**src/rtl/spi_synth_pkg.sv**
```systemverilog
// Shared constants and parser state encoding for the SPI-fed MIDI front end.
package spi_synth_pkg;

  localparam logic [3:0] ST_NOTE_OFF = 4'h8;
  localparam logic [3:0] ST_NOTE_ON  = 4'h9;
  localparam logic [3:0] ST_CC       = 4'hB;

  // Status bytes at or above this value are real-time and never touch framing.
  localparam logic [7:0] RT_THRESH = 8'hF8;

  typedef enum logic [1:0] {
    IDLE,
    WAIT_D1,
    WAIT_D2
  } parser_state_e;

  function automatic logic is_channel_type(input logic [3:0] t);
    return (t == ST_NOTE_OFF) || (t == ST_NOTE_ON) || (t == ST_CC);
  endfunction

endpackage

```
**src/rtl/rise_detect.sv**
```systemverilog
// Registered rising-edge detector: one-cycle pulse on each low-to-high transition of i_sig.
module rise_detect (
  input  logic i_clk,
  input  logic i_rst_n,
  input  logic i_sig,
  output logic o_rise
);

  logic r_sig_d;

  always_ff @(posedge i_clk or negedge i_rst_n) begin
    if (!i_rst_n) begin
      r_sig_d <= 1'b0;
    end else begin
      r_sig_d <= i_sig;
    end
  end

  assign o_rise = i_sig & ~r_sig_d;

endmodule

```
**src/rtl/spi_midi_parser.sv**
```systemverilog
// Frames SPI-received bytes into note-on/off and control-change events with running status,
// channel filtering, real-time passthrough and inter-byte timeout resync.
module spi_midi_parser
  import spi_synth_pkg::*;
#(
  parameter logic [3:0]        P_CHANNEL = 4'd0,
  parameter int unsigned       P_TO_W    = 24,
  parameter logic [P_TO_W-1:0] P_TIMEOUT = 24'd1_000_000
) (
  input  logic       i_sys_clk,
  input  logic       i_rst_n,
  input  logic [7:0] i_data,
  input  logic       i_data_load,
  output logic       o_note_on,
  output logic       o_note_off,
  output logic [6:0] o_note,
  output logic [6:0] o_velocity,
  output logic       o_cc_valid,
  output logic [6:0] o_cc_num,
  output logic [6:0] o_cc_val,
  output logic       o_error
);

  localparam logic [P_TO_W-1:0] L_TO_LAST = P_TIMEOUT - 1'b1;

  logic w_acc;
  logic w_byte;

  parser_state_e     r_state;
  logic              r_rs_valid;
  logic [3:0]        r_rs_type;
  logic [3:0]        r_rs_chan;
  logic [6:0]        r_d1;
  logic [P_TO_W-1:0] r_to_cnt;
  logic              r_note_on;
  logic              r_note_off;
  logic [6:0]        r_note;
  logic [6:0]        r_velocity;
  logic              r_cc_valid;
  logic [6:0]        r_cc_num;
  logic [6:0]        r_cc_val;
  logic              r_error;

  rise_detect u_rise_detect (
    .i_clk   (i_sys_clk),
    .i_rst_n (i_rst_n),
    .i_sig   (i_data_load),
    .o_rise  (w_acc)
  );

  // Real-time bytes are invisible to framing and to the timeout counter.
  assign w_byte = w_acc & (i_data < RT_THRESH);

  always_ff @(posedge i_sys_clk or negedge i_rst_n) begin
    if (!i_rst_n) begin
      r_state    <= IDLE;
      r_rs_valid <= 1'b0;
      r_rs_type  <= 4'h0;
      r_rs_chan  <= 4'h0;
      r_d1       <= 7'h00;
      r_to_cnt   <= '0;
      r_note_on  <= 1'b0;
      r_note_off <= 1'b0;
      r_note     <= 7'h00;
      r_velocity <= 7'h00;
      r_cc_valid <= 1'b0;
      r_cc_num   <= 7'h00;
      r_cc_val   <= 7'h00;
      r_error    <= 1'b0;
    end else begin
      r_note_on  <= 1'b0;
      r_note_off <= 1'b0;
      r_cc_valid <= 1'b0;
      r_error    <= 1'b0;
      if (w_byte) begin
        r_to_cnt <= '0;
        if (i_data[7]) begin
          if (is_channel_type(i_data[7:4])) begin
            r_rs_valid <= 1'b1;
            r_rs_type  <= i_data[7:4];
            r_rs_chan  <= i_data[3:0];
            r_d1       <= 7'h00;
            r_state    <= WAIT_D1;
          end else begin
            r_rs_valid <= 1'b0;
            r_state    <= IDLE;
          end
        end else begin
          case (r_state)
            IDLE: begin
              if (r_rs_valid) begin
                r_d1    <= i_data[6:0];
                r_state <= WAIT_D2;
              end else begin
                r_error <= 1'b1;
              end
            end
            WAIT_D1: begin
              r_d1    <= i_data[6:0];
              r_state <= WAIT_D2;
            end
            WAIT_D2: begin
              r_state <= IDLE;
              if (r_rs_chan == P_CHANNEL) begin
                case (r_rs_type)
                  ST_NOTE_ON, ST_NOTE_OFF: begin
                    r_note     <= r_d1;
                    r_velocity <= i_data[6:0];
                    if (r_rs_type == ST_NOTE_ON && i_data[6:0] != 7'h00) begin
                      r_note_on <= 1'b1;
                    end else begin
                      r_note_off <= 1'b1;
                    end
                  end
                  ST_CC: begin
                    r_cc_num   <= r_d1;
                    r_cc_val   <= i_data[6:0];
                    r_cc_valid <= 1'b1;
                  end
                  default: ;
                endcase
              end
            end
            default: r_state <= IDLE;
          endcase
        end
      end else if (r_state != IDLE) begin
        // Abort a stalled partial message but keep running status for resync.
        if (r_to_cnt == L_TO_LAST) begin
          r_state  <= IDLE;
          r_error  <= 1'b1;
          r_to_cnt <= '0;
        end else if (r_to_cnt != '1) begin
          r_to_cnt <= r_to_cnt + 1'b1;
        end
      end else begin
        r_to_cnt <= '0;
      end
    end
  end

  assign o_note_on  = r_note_on;
  assign o_note_off = r_note_off;
  assign o_note     = r_note;
  assign o_velocity = r_velocity;
  assign o_cc_valid = r_cc_valid;
  assign o_cc_num   = r_cc_num;
  assign o_cc_val   = r_cc_val;
  assign o_error    = r_error;

endmodule

```
**config.mk**
```make
export PLATFORM = sky130hd
export DESIGN_NAME = spi_midi_parser
export DESIGN_NICKNAME = d
export VERILOG_FILES = /design/src/rtl/spi_synth_pkg.sv /design/src/rtl/rise_detect.sv /design/src/rtl/spi_midi_parser.sv
export SDC_FILE = /design/constraint.sdc
export NUM_CORES = 1
export LEC_CHECK = 0
export CORE_MARGIN = 10
export CORE_UTILIZATION = 45
export DETAILED_ROUTE_END_ITERATION = 12
export PLACE_DENSITY_LB_ADDON = 0.08
export SYNTH_ARGS = -nofsm -noshare
export SYNTH_HDL_FRONTEND = slang
export SYNTH_SLANG_ARGS = --single-unit
```
**constraint.sdc**
```tcl
create_clock -name i_sys_clk -period 1.8 [get_ports i_sys_clk]
set_input_delay 0.27 -clock i_sys_clk [delete_from_list [all_inputs] [get_ports i_sys_clk]]
set_output_delay 0.27 -clock i_sys_clk [all_outputs]
set_load 0.02 [all_outputs]
```
==> metrics.yaml, run 1 <==
hold_path_depth: 1
dieHeight_um: 108
status: "finished, final reports clean"
syn_inst: 296
min_path_type: "in -> reg"
vias: 2484
register_area_um2: 1880
ant_nets: 0
endpoint_kind: "flip-flop"
clkLatencyLatePin_ps: 350
yosysSeqAreaShare_pct: 54.3
ios: 43
worstHoldStart: "i_data_load"
drive_above_1_share_pct: 28.0
drt_first_pass_iters: 4
cts_sinks: 75
grt_first_pass_wirelength_mm: 12.3
die-area_um2: 11600
cp.arrival_ps: 1980
max_freq_mhz: 573
drc: 0
setup_violations: 0
syn-cell-area_um2: 3450
synth_seq_cells: 75
yosysWarnings: 0
synthesis.nets: 308
multi_input_area_um2: 1520
r2r_end: "r_to_cnt[19]$_DFFE_PN0P_"
synth.distinct_cells: 37
reg2reg_slack_ps: 60
initial_core_util_pct: 46.9
cts_htree_levels: 3
reg2reg_from: "r_to_cnt[6]$_DFFE_PN0P_"
grt_start_max_net_pins: 44
layout_setup_ws_ps: 55.2
final_nets: 386
yosysTopAreaCell: "dfrtp_1"
critical_path_class: "reg -> reg"
grt_usage_pct: 13.2
cap_violations: 0
area.growth.synth_to_final_pct: 30.6
power.density_nw_per_um2: 824
worstPathRequired_ps: 2040
synthTopCellsByArea: "dfrtp_1 54%, mux2_2 7.8%, mux2_4 4.3%"
period_needed_ps: 1740
worstPathMaxFanout: 7
synth.top_cell.area_share_pct: 54.3
ir_drop_mv: 0.452
cellLeakagePower_nw: 2.00
skew_ps: 12.1
grt_overflow: 0
gp_congestion: 0.780
worst-r2r-cell-count: 6
routed_via_density: 5.20
pre_cts_slack_ps: -303
antenna_found_initial: 0
cts_buffers: 9
cts_tree: "built"
period_share_pct: 96.9
syn_avg_cell_area_um2: 11.7
routed_wirelength_mm: 7.49
grt_pass1_vias: 2442
max_slew_margin_pct: 70.5
antennaDiodeCount: 0
start_kind: "flip-flop"
tns_ps: 0
numPortBuffers: 42
routedWlPerCell_um: 15.7
core_um2: 7370
dp_hpwl_mm: 5.43
holdPathEnd: "u_rise_detect.r_sig_d$_DFF_PN0_"
fillers: 634
ctsLongestPathBuffers: 2
drv_slew: 0
clk_pin_slew_ps: 80
finalHoldViolCount: 0
fp.dieW_um: 108
cts-root-buf: "clkbuf_8"
tightestPinTransition_ps: 443
rows: 31
drtIter0Drc: 59
[cell type report]
class,count,share of cell area (%)
multi-input cells,204,33.8
well taps,99,2.75
clock buffers,9,2.75
clock inverters,7,1.86
flip-flops and latches,75,41.6
inverters,4,0.333
repair buffers,80,16.9
[metal layers]
metal,up-vias,track usage (%),routed length (µm)
met1,1208,16.7,3430
met2,51,21.6,3590
met5,-,0,0
met3,10,2.57,367
li1,1215,-,-
met4,0,5.44,104
[cell usage after synthesis, drive strengths merged]
master / number
a31oi: 1
o2111ai: 1
and4: 7
inv: 4
ha: 1
nand2: 16
or2: 1
buf: 11
nand4: 8
nor4b: 1
mux2: 34
a21oi: 7
or4: 1
and2: 3
nor4: 8
o21ai: 7
nor3: 9
a211oi: 7
nor2: 29
and3: 6
nor2b: 8
dfrtp: 75
xnor2: 13
clkbuf: 2
nand2b: 3
a31o: 8
o211ai: 5
nand3: 13
xor2: 7
[flip-flops by register name, indices dropped and copies added (netlist names)]
| register | flops |
|---|---|
| r_to_cnt | 24 |
| o_cc_num | 7 |
| o_cc_val | 7 |
| o_note | 7 |
| o_velocity | 7 |
| r_d1 | 7 |
| r_rs_chan | 4 |
| r_rs_type | 4 |
| r_state | 2 |
| o_cc_valid | 1 |
| o_error | 1 |
| o_note_off | 1 |
| o_note_on | 1 |
| r_rs_valid | 1 |
| u_rise_detect.r_sig_d | 1 |
[cells in the final DEF (no fill, tap or decap), types with 2 or more instances in the layout]
cell / Yosys / routed
nor4_1: 6 / 5
xor2_1: 7 / 7
nor2b_1: 8 / 8
a21oi_1: 6 / 6
nor3_1: 9 / 9
nand2_1: 16 / 16
mux2_2: 24 / 24
clkdlybuf4s50_1: 0 / 40
mux2_4: 10 / 10
o211ai_1: 5 / 5
a31o_1: 3 / 3
xnor2_1: 13 / 13
a211oi_1: 7 / 5
o21ai_0: 7 / 7
and4_4: 1 / 2
inv_6: 0 / 3
nor4_4: 0 / 2
a211oi_2: 0 / 2
and2_1: 3 / 3
nand2b_1: 3 / 2
a31o_2: 5 / 5
nor2_1: 29 / 29
clkbuf_8: 0 / 9
nand4_1: 8 / 8
dfrtp_1: 75 / 75
and3_1: 6 / 6
nand3_1: 13 / 13
inv_1: 3 / 3
buf_12: 0 / 4
and4_1: 6 / 5
buf_4: 1 / 33
[critical path: stages (launching register included)]
cell and delay (ps):
dfrtp_1 450, and4_1 280, nand4_1 250, buf_6 230
o211ai_1 210, xor2_1 170, nor2_1 60
[worst max path at each step]
stage | to | startpoint | cells past startpoint | slack [ps]
after detailed placement | r_d1[5]$_DFFE_PN0P_ | i_data_load | 6 | -300
after global placement | r_d1[4]$_DFFE_PN0P_ | i_data[7] | 6 | -260
after floorplan | o_velocity[4]$_DFFE_PN0P_ | r_state[0]$_DFFE_PN0P_ | 5 | 50
after CTS | r_d1[5]$_DFFE_PN0P_ | u_rise_detect.r_sig_d$_DFF_PN0_ | 5 | 20
final | r_to_cnt[19]$_DFFE_PN0P_ | r_to_cnt[6]$_DFFE_PN0P_ | 6 | 60
after global routing | r_to_cnt[2]$_DFFE_PN0P_ | r_to_cnt[0]$_DFFE_PN0P_ | 7 | -30
[repair_timing]
action	CTS	global route
hold buffers	1	0
hold endpoints to repair	32	0
setup endpoints to repair	0	31
buffers inserted	0	2
gates resized for setup	0	12
[where the power goes]
part | switching, W | total [W] | internal (W)
registers | 0.0000932 | 0.00190 | 0.00180
logic | 0.000216 | 0.000466 | 0.000250
clock network | 0.000686 | 0.00135 | 0.000667
[per-stage QoR]
stage          util (%)  std cells  instance area (µm²)  power, W  hold WS [ps]
2_1_floorplan         -        296                 3450   0.00214         -25.6
3_3_place_gp       57.2        459                 4220   0.00237           240
3_5_place_dp       57.2        459                 4220   0.00238           246
4_1_cts            60.2        476                 4440   0.00374           395
5_1_grt            61.2        478                 4510   0.00389           134
6_report           61.2        478                 4510   0.00371           130
[logic make-up after synthesis]
family / count (synthesis) / share of synthesized area [%]
xor+xnor: 20 / 5.07
mux: 34 / 12.2
buf+inv: 17 / 3.04
flops: 75 / 54.3
simple gates: 113 / 17.6
fa+ha+maj: 1 / 0.362
compound gates: 36 / 7.43
(Power assumes the default switching activity.)
==> run 2, diff against run 1 <==
Clock period 1.8 ns to 2 ns, I/O delays scaled along.
==> metrics.yaml, run 2 (synthesis gave the netlist of run 1 again) <==
grt_usage_pct: 13.4
fillers: 661
min_path_type: "in -> async"
cts_htree_levels: 3
dp_hpwl_mm: 5.54
start_kind: "flip-flop"
area.growth.synth_to_final_pct: 26.2
core_um2: 7370
max_slew_margin_pct: 70.5
gp_congestion: 0.792
worstPathMaxFanout: 14
clkLatencyLatePin_ps: 350
period_share_pct: 91.2
cts_sinks: 75
routed_wirelength_mm: 7.43
final_nets: 372
status: "finished, final reports clean"
cts_tree: "built"
finalHoldViolCount: 0
path_cells: "nor4_2 -> nand3_1 -> nor2_1 -> buf_12 -> mux2_2"
ant_nets: 0
grt_overflow: 0
switchingPower_w: 0.000876
clk_pin_slew_ps: 90
critical_path_class: "reg -> reg"
post-cts-setup-buffer-count: 0
drive_above_1_share_pct: 23.6
cts_buffers: 9
grt_start_max_net_pins: 43
fp.dieW_um: 108
setup_violations: 0
final_cell_mix: "75 x dfrtp_1, 41 x clkdlybuf4s50_1, 29 x nor2_1"
drc: 0
cts-root-buf: "clkbuf_8"
skew_ps: 10.1
crit_path_max_incr_delay_ps: 440
regMostFlops: "r_to_cnt"
endpoint_kind: "flip-flop"
comb_power_share_pct: 11.1
cp.arrival_ps: 2050
fin_util_pct: 59.1
drt_first_pass_iters: 4
cellLeakagePower_nw: 1.91
antenna_found_initial: 0
swShare_pct: 25.6
numPortBuffers: 42
seq_power_share_pct: 50.0
clkPwrFrac_pct: 39.0
grt_pass1_vias: 2484
power.density_nw_per_um2: 786
max_freq_mhz: 548
ios: 43
crit_buf_inv: 1
initial_core_util_pct: 46.9
dieHeight_um: 108
crit_slowest_cell: "dfrtp_1"
tightestPinTransition_ps: 442
drtIter0Drc: 88
period_needed_ps: 1820
ir_drop_mv: 0.382
largest_reg_flops: 24
finalPower_w: 0.00342
cap_violations: 0
worstPathRequired_ps: 2230
final_common_cell: "dfrtp_1"
routedWlPerCell_um: 16.0
vias: 2480
rows: 31
ctsLongestPathBuffers: 2
die-area_um2: 11600
antennaDiodeCount: 0
crit_family: "simple AND/OR/NAND/NOR gates"
drv_slew: 0
grt_first_pass_wirelength_mm: 12.5
p_int_w: 0.00255
rsz0062_at_grt: "false"
routed_via_density: 5.34
[run 2: cell types whose count changed in the layout (fill, tap and decap cells not counted), moves of 2 or more]
cell / change
buf_4: -12
a211oi_1: +2
a211oi_2: -2
nor4_4: -2
[run 2: metal layers]
metal  share of wire [%]  vias up  global-route usage (%)
li1                    -     1194                       -
met1                  44     1225                    15.9
met2                  50       51                    22.8
met3                 4.9       10                    4.07
met4                 1.0        0                    3.82
met5                   0        -                       0
[run 2: final timing paths]
kind | cells past startpoint | endpoint | slack [ps] | start
worst max-delay path | 5 | o_note[2]$_DFFE_PN0P_ | 180 | r_state[0]$_DFFE_PN0P_
worst min-delay path | 2 | o_note_on$_DFF_PN0_ | 430 | i_rst_n
worst max register to register | 5 | o_note[2]$_DFFE_PN0P_ | 180 | r_state[0]$_DFFE_PN0P_
worst min register to register | 1 | r_rs_type[3]$_DFFE_PN0P_ | 470 | r_rs_type[3]$_DFFE_PN0P_
max in group asynchronous | 3 | o_note[6]$_DFFE_PN0P_ | 1000 | i_rst_n
min in group i_sys_clk | 1 | u_rise_detect.r_sig_d$_DFF_PN0_ | 430 | i_data_load
[run 2: layout make-up]
class                      instances  area (µm²)  share of cell area (%)
inverter                           4        15.0                   0.345
clock buffer                       9         124                    2.84
sequential                        75        1880                    43.1
multi-input combinational        204        1470                    33.8
clock inverter                     7         106                    2.44
tap                               99         124                    2.84
timing repair buffer              66         638                    14.6
[run 2: worst reg2reg max path: stages, from the launching register on]
cell and delay (ps):
dfrtp_1 440, nor4_2 380, nand3_1 140, nor2_1 210, buf_12 190, mux2_2 350
[run 2: what timing repair did]
item	4_1_cts	5_1_grt
resized for setup	0	1
endpoints found under the setup margin	0	1
endpoints found under the hold margin	33	0
hold buffers	1	0
[run 2: power groups by stage]
stage               Clock, W  Sequential, W  Combinational, W
floorplan                  0        0.00174          0.000188
global placement           0        0.00174          0.000375
detailed placement         0        0.00174          0.000386
finish               0.00133        0.00171          0.000379
CTS                  0.00138        0.00171          0.000388
global route         0.00145        0.00173          0.000424
[run 2: through the flow]
step                setup slack, ps  TNS (ps)  hold WS, ps  instance area [µm²]  cells
floorplan                       255         0         4.41                 3450    296
global placement              -92.3      -576          272                 4120    447
detailed placement             -140      -969          278                 4120    447
CTS                             148         0          420                 4360    464
global route                   53.3         0          437                 4360    464
finish                          176         0          426                 4360    464
